==> src/rtl/ifft8_seq_if.sv <==
// Streaming handshake bundle for the 8-point IFFT: frequency bins in, time samples out.
interface ifft8_seq_if;
  logic               in_valid;
  logic               in_ready;
  logic signed [11:0] in_re;
  logic signed [11:0] in_im;
  logic               out_valid;
  logic               out_ready;
  logic signed [11:0] out_re;
  logic signed [11:0] out_im;
  logic               out_last;

  modport master (
    output in_valid, in_re, in_im, out_ready,
    input  in_ready, out_valid, out_re, out_im, out_last
  );

  modport slave (
    input  in_valid, in_re, in_im, out_ready,
    output in_ready, out_valid, out_re, out_im, out_last
  );
endinterface

==> src/rtl/ifft8_seq.sv <==
// Sequential 8-point radix-2 DIT inverse FFT: one butterfly per clock, 1/2 scaling per stage.
module ifft8_seq (
  input logic       clk,
  input logic       rst,
  ifft8_seq_if.slave bus
);
  typedef enum logic [1:0] {LOAD = 2'd0, CALC = 2'd1, OUT = 2'd2} state_t;

  state_t      state_reg, state_next;
  logic [2:0]  cnt_reg, cnt_next;
  logic [3:0]  bf_reg, bf_next;

  logic signed [13:0] re_mem [8];
  logic signed [13:0] im_mem [8];

  logic [1:0]  stage, pair, tw;
  logic [2:0]  addr_a, addr_b, load_addr;

  logic signed [13:0] a_re, a_im, b_re, b_im;
  logic signed [14:0] ar15, ai15, br15, bi15;
  logic signed [14:0] diff, sum, nsum;
  logic        [23:0] p_diff, p_sum, p_nsum;
  logic signed [14:0] t_re, t_im;
  logic signed [14:0] s_re_a, s_im_a, s_re_b, s_im_b;

  assign stage     = bf_reg[3:2];
  assign pair      = bf_reg[1:0];
  assign load_addr = {cnt_reg[0], cnt_reg[1], cnt_reg[2]};

  // Pair index within a stage maps to the lower address a and its partner a+span.
  always_comb begin
    addr_a = {pair, 1'b0};
    addr_b = {pair, 1'b1};
    tw     = 2'b00;
    case (stage)
      2'd0: begin
        addr_a = {pair, 1'b0};
        addr_b = {pair, 1'b1};
        tw     = 2'b00;
      end
      2'd1: begin
        addr_a = {pair[1], 1'b0, pair[0]};
        addr_b = {pair[1], 1'b1, pair[0]};
        tw     = {pair[0], 1'b0};
      end
      default: begin
        addr_a = {1'b0, pair};
        addr_b = {1'b1, pair};
        tw     = pair;
      end
    endcase
  end

  assign a_re = re_mem[addr_a];
  assign a_im = im_mem[addr_a];
  assign b_re = re_mem[addr_b];
  assign b_im = im_mem[addr_b];

  assign ar15 = {a_re[13], a_re};
  assign ai15 = {a_im[13], a_im};
  assign br15 = {b_re[13], b_re};
  assign bi15 = {b_im[13], b_im};

  assign diff = br15 - bi15;
  assign sum  = br15 + bi15;
  assign nsum = -br15 - bi15;

  // Low product bits are sign-independent, so the floor shift is just a bit slice.
  assign p_diff = {{9{diff[14]}}, diff} * 24'd181;
  assign p_sum  = {{9{sum[14]}},  sum}  * 24'd181;
  assign p_nsum = {{9{nsum[14]}}, nsum} * 24'd181;

  always_comb begin
    t_re = br15;
    t_im = bi15;
    case (tw)
      2'd0: begin t_re = br15;          t_im = bi15;          end
      2'd1: begin t_re = p_diff[22:8];  t_im = p_sum[22:8];   end
      2'd2: begin t_re = -bi15;         t_im = br15;          end
      default: begin t_re = p_nsum[22:8]; t_im = p_diff[22:8]; end
    endcase
  end

  assign s_re_a = ar15 + t_re;
  assign s_im_a = ai15 + t_im;
  assign s_re_b = ar15 - t_re;
  assign s_im_b = ai15 - t_im;

  always_ff @(posedge clk) begin
    if (rst) begin
      if (state_reg == LOAD && bus.in_valid) begin
        re_mem[load_addr] <= {{2{bus.in_re[11]}}, bus.in_re};
        im_mem[load_addr] <= {{2{bus.in_im[11]}}, bus.in_im};
      end else if (state_reg == CALC) begin
        re_mem[addr_a] <= s_re_a[14:1];
        im_mem[addr_a] <= s_im_a[14:1];
        re_mem[addr_b] <= s_re_b[14:1];
        im_mem[addr_b] <= s_im_b[14:1];
      end
    end
  end

  always_ff @(posedge clk) begin
    if (!rst) begin
      state_reg <= LOAD;
      cnt_reg   <= 3'd0;
      bf_reg    <= 4'd0;
    end else begin
      state_reg <= state_next;
      cnt_reg   <= cnt_next;
      bf_reg    <= bf_next;
    end
  end

  always_comb begin
    state_next    = state_reg;
    cnt_next      = cnt_reg;
    bf_next       = bf_reg;
    bus.in_ready  = 1'b0;
    bus.out_valid = 1'b0;
    bus.out_last  = 1'b0;
    case (state_reg)
      LOAD: begin
        bus.in_ready = 1'b1;
        if (bus.in_valid) begin
          cnt_next = cnt_reg + 3'd1;
          if (cnt_reg == 3'd7) state_next = CALC;
        end
      end
      CALC: begin
        bf_next = bf_reg + 4'd1;
        if (bf_reg == 4'd11) begin
          bf_next    = 4'd0;
          state_next = OUT;
        end
      end
      OUT: begin
        bus.out_valid = 1'b1;
        bus.out_last  = (cnt_reg == 3'd7);
        if (bus.out_ready) begin
          cnt_next = cnt_reg + 3'd1;
          if (cnt_reg == 3'd7) state_next = LOAD;
        end
      end
      default: state_next = LOAD;
    endcase
  end

  function automatic logic signed [11:0] sat12(input logic signed [13:0] v);
    if (v > 14'sd2047)       return 12'sh7ff;
    else if (v < -14'sd2048) return 12'sh800;
    else                     return v[11:0];
  endfunction

  // Outputs are forced to zero outside OUT so stale buffer data never leaks.
  assign bus.out_re = (state_reg == OUT) ? sat12(re_mem[cnt_reg]) : 12'sd0;
  assign bus.out_im = (state_reg == OUT) ? sat12(im_mem[cnt_reg]) : 12'sd0;
endmodule

==> src/flat_wrapper.sv <==
// flat-port wrapper written by rule: the top's interface ports become plain ports
module ifft8_seq_flat 
  (clk, rst, bus_in_valid, bus_in_re, bus_in_im, bus_out_ready, bus_in_ready, bus_out_valid, bus_out_re, bus_out_im, bus_out_last);
  ifft8_seq_if bus_i ();
  input logic clk;
  input logic rst;
  input wire logic [$bits(bus_i.in_valid)-1:0] bus_in_valid;
  input wire logic [$bits(bus_i.in_re)-1:0] bus_in_re;
  input wire logic [$bits(bus_i.in_im)-1:0] bus_in_im;
  input wire logic [$bits(bus_i.out_ready)-1:0] bus_out_ready;
  output wire logic [$bits(bus_i.in_ready)-1:0] bus_in_ready;
  output wire logic [$bits(bus_i.out_valid)-1:0] bus_out_valid;
  output wire logic [$bits(bus_i.out_re)-1:0] bus_out_re;
  output wire logic [$bits(bus_i.out_im)-1:0] bus_out_im;
  output wire logic [$bits(bus_i.out_last)-1:0] bus_out_last;
  assign bus_i.in_valid = bus_in_valid;
  assign bus_i.in_re = bus_in_re;
  assign bus_i.in_im = bus_in_im;
  assign bus_i.out_ready = bus_out_ready;
  assign bus_in_ready = bus_i.in_ready;
  assign bus_out_valid = bus_i.out_valid;
  assign bus_out_re = bus_i.out_re;
  assign bus_out_im = bus_i.out_im;
  assign bus_out_last = bus_i.out_last;
  ifft8_seq u_core (.clk(clk), .rst(rst), .bus(bus_i));
endmodule
==> config.mk <==
export PLATFORM = sky130hd
export DESIGN_NAME = ifft8_seq_flat
export DESIGN_NICKNAME = d
export VERILOG_FILES = /design/src/rtl/ifft8_seq_if.sv /design/src/rtl/ifft8_seq.sv /design/src/flat_wrapper.sv
export SDC_FILE = /design/constraint.sdc
export NUM_CORES = 1
export LEC_CHECK = 0
export ABC_AREA = 1
export CORE_MARGIN = 2
export CORE_UTILIZATION = 65
export CTS_CLUSTER_SIZE = 40
export DETAILED_ROUTE_END_ITERATION = 12
export HOLD_SLACK_MARGIN = 0.05
export PLACE_DENSITY_LB_ADDON = 0.3
export SLEW_MARGIN = 20
export SYNTH_ARGS = -nofsm -noshare
export SYNTH_HDL_FRONTEND = slang
export SYNTH_SLANG_ARGS = --single-unit
==> constraint.sdc <==
create_clock -name clk -period 13 [get_ports clk]
set_input_delay 2.6 -clock clk [delete_from_list [all_inputs] [get_ports clk]]
set_output_delay 2.6 -clock clk [all_outputs]
set_load 0.005 [all_outputs]
### Word-level counts from Yosys, hierarchy flattened

Memories as Yosys holds them, arrays and structs flattened. A register that Yosys moved wholly into a read port is not among the register bits.
Index checks and enable logic that the tools add are counted.

* memories kept: 2
* word-level logic and storage cells: 85
* output and inout bits: 27
* input port bits: 28
* RAM bits: 224
* flip-flop bits (word level): 9

* multipliers: 3
* reduce and logical (&&, ||, !) cells: 9
* add/sub/neg operators: 11
* equal/unequal tests: 12
* magnitude comparators: 4
* multiplexer cells: 41

Memories
* u_core.im_mem: depth 8, bits a word 14, rd ports 3, clocked after Yosys merged registers in 1, wr ports 2, RTL line ifft8_seq.sv:14 `logic signed [13:0] im_mem [8];`
* u_core.re_mem: depth 8, bits a word 14, rd ports 3, clocked after Yosys merged registers in 1, wr ports 2, RTL line ifft8_seq.sv:13 `logic signed [13:0] re_mem [8];`

Operators with widths (count)
* $pmux W15 S3: 2
* $mux W12: 6
* $mul A15 B9 Y23 const B: 3
* $add A14 B15 Y15: 2
* $neg A14 Y15: 2
* $sub A14 B15 Y15: 2
* $gt A14 B12 Y1 const B: 2
* $lt A14 B12 Y1 const B: 2
* $mux W14: 2
* $reduce_or A14 Y1: 2
* $mux W3: 8
* $pmux W3 S2: 3
* $add A14 B14 Y15: 1
* $sub A14 B14 Y15: 1
* $sub A15 B14 Y15: 1
* $mux W1: 12
* $mux W2: 5
* $ne A2 B2 Y1 const B: 4
* $eq A2 B1 Y1 const B: 3
* $logic_not A2 Y1: 3
* $pmux W2 S3: 1
* $reduce_and A5 Y1: 1
* $add A4 B1 Y4 const B: 1
* $eq A2 B2 Y1 const B: 2
* other kinds (9): 9

### Longest topological paths before layout

Gate-level depths: netlist of the first run.
An unclocked memory read counts as a cell.

* word-level depth: 9
* depth in mapped cells: 68

### Worst setup path after synthesis of the first run

No wires, ideal clock.

* path type: reg-to-reg
* from: register u_core.bf_reg[0]
* to: memory u_core.re_mem[1][13], data pin
* library setup time: 0.253 ns
* stages on the path, launching flop included: 67
* data arrival time: 9.690 ns
* buffers on the path: 7
* slack: 3.056 ns
* clock period less this slack: 9.944 ns
* cell sequence: dfxtp_1 buf_4 inv_6 o21ai_2 buf_6 buf_6 buf_4 buf_2 buf_2 clkbuf_1 o21ai_0 nand2_1 nand4_1 ha_1 inv_1 ha_1 inv_1 fa_1 (+31 left out) nor2_1 inv_1 ha_1 inv_1 nor2_1 nor2_1 o31ai_1 nand3_1 nand2_1 nand2_1 inv_1 or2_2 a21oi_1 nand3_1 nand3_1 nand2_2 nand2_1 nand2_1

RTL lines
* from (decl): RTL line ifft8_seq.sv:11 `logic [3:0] bf_reg, bf_next;`
* from (signal assigned): RTL line ifft8_seq.sv:111 `bf_reg <= bf_next;`
* to (decl): RTL line ifft8_seq.sv:13

==> metrics.md, run 1 <==
| Metric | Value |
|---|---|
| Status | `finished, final reports clean` |
| Synth async-reset ratio | `0` |
| Final period util | `0.909` |
| CTS Buf Count | `25` |
| Clock sinks | `236` |
| Resized cells post-CTS | `0` |
| Initial DRC Count | `4,355` |
| Worst setup EP type | `flip-flop` |
| Final global-route overflow total | `0` |
| Clk root buf | `clkbuf_16` |
| Post-synth EDFFs | `224` |
| Peak supply drop | `139 uV` |
| CTS tree | `yes` |
| DR DRC count | `0` |
| First-pass DRT Iterations | `6` |
| Antenna fix cells | `0` |
| Worst-margin pin slew | `1120 ps` |
| Netlist Area Pre-Place | `28,000 um^2` |
| CTS H-tree lvls | `1` |
| Ys flop type | `edfxtp_1` |
| Setup CP Type | `flip-flop to flip-flop` |
| Sequential share of the synthesized area | `0.248` |
| Slowest stage cell, crit path | `a211oi_1` |
| Vias in the first global route | `25,600` |
| Fillers | `3,518` |
| FP Rows | `76` |
| Worst Hold Class | `flip-flop to flip-flop` |
| CP max stage delay | `790 ps` |
| Crit-path most repeated cell | `nand2_1` |
| Area Growth Syn to Fin | `6.35%` |
| Final ANT Viol Nets | `0` |
| Critical Path RT | `13,270 ps` |
| Die area | `44,800 um^2` |
| Number of vias per cell | `6.25` |
| Worst setup SP type | `flip-flop` |
| Most frequent cells after synthesis | `nand2_1 (827), inv_1 (613), o21ai_0 (501)` |
| Non-Filler Instances | `4,395` |
| RSZ-0062 raised after global routing | `no` |
| Nets | `4,262` |
| MaxCap Viol Count | `0` |
| DP HPWL | `68.3 mm` |
| Placed instance count | `4,351` |
| Avg WL per Cell | `21.8 um` |
| I/O Pins | `55` |
| Post-CTS setup buffers | `0` |
| YS warnings | `0` |
| Crit path max fanout | `33` |
| Vias | `27,500` |
| Syn nets | `4,309` |
| F_max | `84.6 MHz` |
| # hold bufs at CTS | `0` |
| CTS max path bufs | `3` |
| Number of distinct library cells after synthesis | `69` |
| Number of antenna violations at the first check in global routing | `0` |
| Share of the synthesized area in the top cell type | `0.240` |
| Clock skew | `15.9 ps` |
| Largest net degree at the start of global routing | `90` |
| Min Tclk post-route | `11,820 ps` |
| Layout cells sized above 1 | `0.0470` |
| # setup viols final | `0` |
| Top cells by area, synth | `edfxtp_1 (24%), ha_1 (13%), nand2_1 (11%)` |
| Synth Instances | `3,879` |
| Die width | `212 um` |
| Final hold violation count | `0` |
| Core Util, Final | `0.697` |
| Core footprint | `42,800 um^2` |
| Syn_area_per_cell | `7.23 um^2` |
| Total power | `0.00445 W` |
| Clock slew at reported path FFs | `70 ps` |
| Max-slew violations | `0` |
| Seq cells post-synth | `236` |
| Setup TNS | `0 ps` |
| Clk_lat worst skew | `550 ps` |
| P_leak | `14.0 nW` |
| Port Buffer Count | `54` |
| Crit path DAT | `12,090 ps` |
| Cell with the most instances after synthesis | `nand2_1` |
| PD cells | `149 nW/um^2` |
| Most area-hungry cell type in the Yosys netlist | `edfxtp_1` |
| WL final | `95.7 mm` |
| GRT Util Overall | `0.425` |
| First-pass GRT wire length | `145 mm` |
| Starting Density | `0.655` |
| Slew margin rel. | `0.249` |
| Gpl congestion | `1.01` |
| Die Y | `212 um` |
-- worst max-delay path, delay by kind of cell (launching register included) --
| family | cells | cell delay (ps) |
|---|---|---|
| AOI/OAI and AO/OA | 12 | 3340 |
| buffers and inverters | 9 | 850 |
| and+or+nand+nor | 19 | 2750 |
| adders and majority gates | 9 | 3600 |
| xor gates and xnor gates | 2 | 310 |
| DFF | 1 | 660 |
-- routing by layer --
layer,up-vias,track usage,share of wire
met5,-,0,0
met4,0,0.279,0.078
met3,471,0.0949,0.14
met2,1973,0.658,0.43
met1,12300,0.536,0.36
li1,12700,-,-
-- cells by family after synthesis --
| group | Yosys count | synth area share |
|---|---|---|
| and+or+nand+nor | 1314 | 0.197 |
| AOI/OAI and AO/OA | 1009 | 0.197 |
| buffers and inverters | 810 | 0.112 |
| adders and majority gates | 402 | 0.212 |
| DFF | 236 | 0.248 |
| xor gates and xnor gates | 104 | 0.0334 |
| muxes | 4 | 0.00143 |
-- through the flow --
step / instance area [um^2] / hold WS (ps) / setup slack (ps)
2_1_floorplan: 28000 / 459 / 3060
3_3_place_gp: 29000 / 477 / 1830
3_5_place_dp: 29000 / 488 / 1630
4_1_cts: 29800 / 503 / 1590
5_1_grt: 29800 / 516 / 640
6_report: 29800 / 509 / 1180
-- path summary, 6_finish.rpt --
path         cells after the start  slack (ps)         startpoint                    to
max                             51        1180   u_core.bf_reg[3]  u_core.re_mem[7][12]
min                              1         510  u_core.cnt_reg[0]     u_core.cnt_reg[0]
max reg2reg                     51        1180   u_core.bf_reg[3]  u_core.re_mem[7][12]
min reg2reg                      1         510  u_core.cnt_reg[0]     u_core.cnt_reg[0]
-- cell type report --
cell class	instances	area, um^2	area share
multi-input cells	2833	18000	0.605
flip-flops and latches	236	6970	0.234
inverters	631	2380	0.0797
clock inverters	7	83.8	0.00281
well taps	546	683	0.0229
clock buffers	37	733	0.0246
repair buffers	105	923	0.0310
-- report_power, final --
group	internal [W]	switching [W]
logic	0.00103	0.00182
clock network	0.000428	0.000312
registers	0.000848	0.0000115
-- cell usage in the layout (no fill, tap or decap), types with 19 or more instances in the layout --
master and count:
clkdlybuf4s50_1 54, o21ai_1 40, nand2_1 827, clkbuf_16 27
nand3_1 178, o211ai_1 31, edfxtp_1 224, fa_1 120
buf_4 51, xnor2_1 19, o21ai_0 494, inv_1 611
nor3_1 21, nor2_1 196, nand2_2 21, a21oi_1 323
xor2_1 82, ha_1 282
(Power assumes the default switching activity.)
==> run 2, diff against run 1 <==
- ABC_CLOCK_PERIOD_IN_PS: unset -> 13000
- CTS_BUF_LIST: unset -> sky130_fd_sc_hd__clkbuf_16
==> run 2 against run 1 <==
Net effect:
- maximum frequency hardly changed
- flip-flop and latch count did not move
- via count increased by 0.40%
- die area stayed put
- count of clock-buffer cells in the layout is 10 lower
- largest power group unchanged
- sequential power about the same
- routed wire length down 0.25%
- critical endpoint unchanged
==> metrics.md, run 2 (synthesis gave the netlist of run 1 again) <==
| Metric | Value |
|---|---|
| Nets | `4,262` |
| Vias in the first global route | `25,600` |
| Worst-margin pin slew | `1130 ps` |
| Max-slew violations | `0` |
| Commonest non-fill, non-tap cells in the layout | `nand2_1 (827), inv_1 (619), o21ai_0 (494), a21oi_1 (323), ha_1 (282)` |
| Clock sinks | `236` |
| First-pass DRT Iterations | `7` |
| Placed instance count | `4,351` |
| Slew margin rel. | `0.241` |
| Placed cell areas | `29,000 um^2` |
| GRT Util Overall | `0.425` |
| Clock slew at reported path FFs | `60 ps` |
| MaxCap Viol Count | `0` |
| DP HPWL | `68.3 mm` |
| Crit-path most repeated cell | `nand2_1` |
| Final instance area | `29,800 um^2` |
| Crit path max fanout | `33` |
| I/O Pins | `55` |
| PD cells | `148 nW/um^2` |
| Status | `finished, final reports clean` |
| Layout cells sized above 1 | `0.0465` |
| Number of antenna violations at the first check in global routing | `0` |
| Worst Hold Class | `flip-flop to flip-flop` |
| RSZ-0062 raised after global routing | `no` |
| First-pass GRT wire length | `145 mm` |
| # hold bufs at CTS | `0` |
| Delay-heaviest family, CP | `adder cells` |
| Seq pwr share | `0.194` |
| Resized cells post-CTS | `0` |
| Setup CP Type | `flip-flop to flip-flop` |
| Port Buffer Count | `54` |
| Switching power | `0.00213 W` |
| Die area | `44,800 um^2` |
| Worst setup EP type | `flip-flop` |
| Crit path DAT | `12,090 ps` |
| Slowest stage cell, crit path | `a211oi_1` |
| Core Util, Final | `0.696` |
| CTS max path bufs | `3` |
| Initial DRC Count | `4,266` |
| Core footprint | `42,800 um^2` |
| Starting Density | `0.655` |
| Post-CTS setup buffers | `0` |
| Die width | `212 um` |
| Worst setup SP type | `flip-flop` |
| CTS Buf Count | `25` |
| Final global-route overflow total | `0` |
| Number of vias per cell | `6.27` |
| Internal Power | `0.00229 W` |
| Buf/Inv on CP | `9` |
| Final ANT Viol Nets | `0` |
| CTS H-tree lvls | `1` |
| Clock skew | `17.0 ps` |
| Largest net degree at the start of global routing | `90` |
| Clk root buf | `clkbuf_16` |
| Die Y | `212 um` |
| Vias | `27,600` |
| Switching share of total power | `0.482` |
| Non-Filler Instances | `4,395` |
| Final hold violation count | `0` |
| Avg WL per Cell | `21.7 um` |
| Peak supply drop | `139 uV` |
| Fillers | `3,518` |
| Gpl congestion | `1.01` |
| Clk_lat worst skew | `550 ps` |
| Area Growth Syn to Fin | `6.28%` |
| Clock power frac | `0.163` |
| Final period util | `0.909` |
| Critical Path RT | `13,270 ps` |
| Setup TNS | `0 ps` |
| CTS tree | `yes` |
| Min Tclk post-route | `11,820 ps` |
| Most common cell after layout, fill and taps aside | `nand2_1` |
| CP max stage delay | `790 ps` |
| # setup viols final | `0` |
| WL final | `95.4 mm` |
| F_max | `84.6 MHz` |
| Comb pwr share | `0.643` |
| P_leak | `14.0 nW` |
| FP Rows | `76` |
| DR DRC count | `0` |
| Antenna fix cells | `0` |
-- run 2: final timing paths --
path,slack [ps],startpoint,cells past startpoint,end
hold reg to reg,510,u_core.cnt_reg[0],1,u_core.cnt_reg[0]
hold / removal,510,u_core.cnt_reg[0],1,u_core.cnt_reg[0]
setup / recovery,1180,u_core.bf_reg[3],51,u_core.re_mem[7][12]
setup reg to reg,1180,u_core.bf_reg[3],51,u_core.re_mem[7][12]
-- run 2: final cells by class --
type                       instances  area, um^2  area share
sequential                       236        6970       0.234
timing repair buffer             105         923      0.0310
inverter                         631        2380      0.0797
multi-input combinational       2833       18000       0.606
clock buffer                      27         676      0.0227
clock inverter                    17         121     0.00407
tap                              546         683      0.0229
-- run 2: power groups by stage --
| stage | clock, W | sequential (W) | combinational, W |
|---|---|---|---|
| 6_report | 0.000720 | 0.000860 | 0.00284 |
| 5_1_grt | 0.000738 | 0.000860 | 0.00322 |
| 4_1_cts | 0.000710 | 0.000859 | 0.00281 |
| 3_5_place_dp | 0 | 0.000875 | 0.00278 |
| 3_3_place_gp | 0 | 0.000875 | 0.00271 |
| 2_1_floorplan | 0 | 0.000869 | 0.00208 |
-- run 2: through the flow --
| step | worst slack, ps | hold slack (ps) | power, W |
|---|---|---|---|
| 2_1_floorplan | 3060 | 459 | 0.00295 |
| 3_3_place_gp | 1830 | 477 | 0.00359 |
| 3_5_place_dp | 1630 | 488 | 0.00366 |
| 4_1_cts | 1590 | 503 | 0.00438 |
| 5_1_grt | 640 | 516 | 0.00482 |
| 6_report | 1180 | 508 | 0.00442 |
-- run 2: per-layer routing --
metal	up-vias	share of wire	GRT usage
li1	12700	-	-
met1	12400	0.35	0.536
met2	2017	0.43	0.658
met3	463	0.14	0.0954
met4	0	0.078	0.278
met5	-	0	0
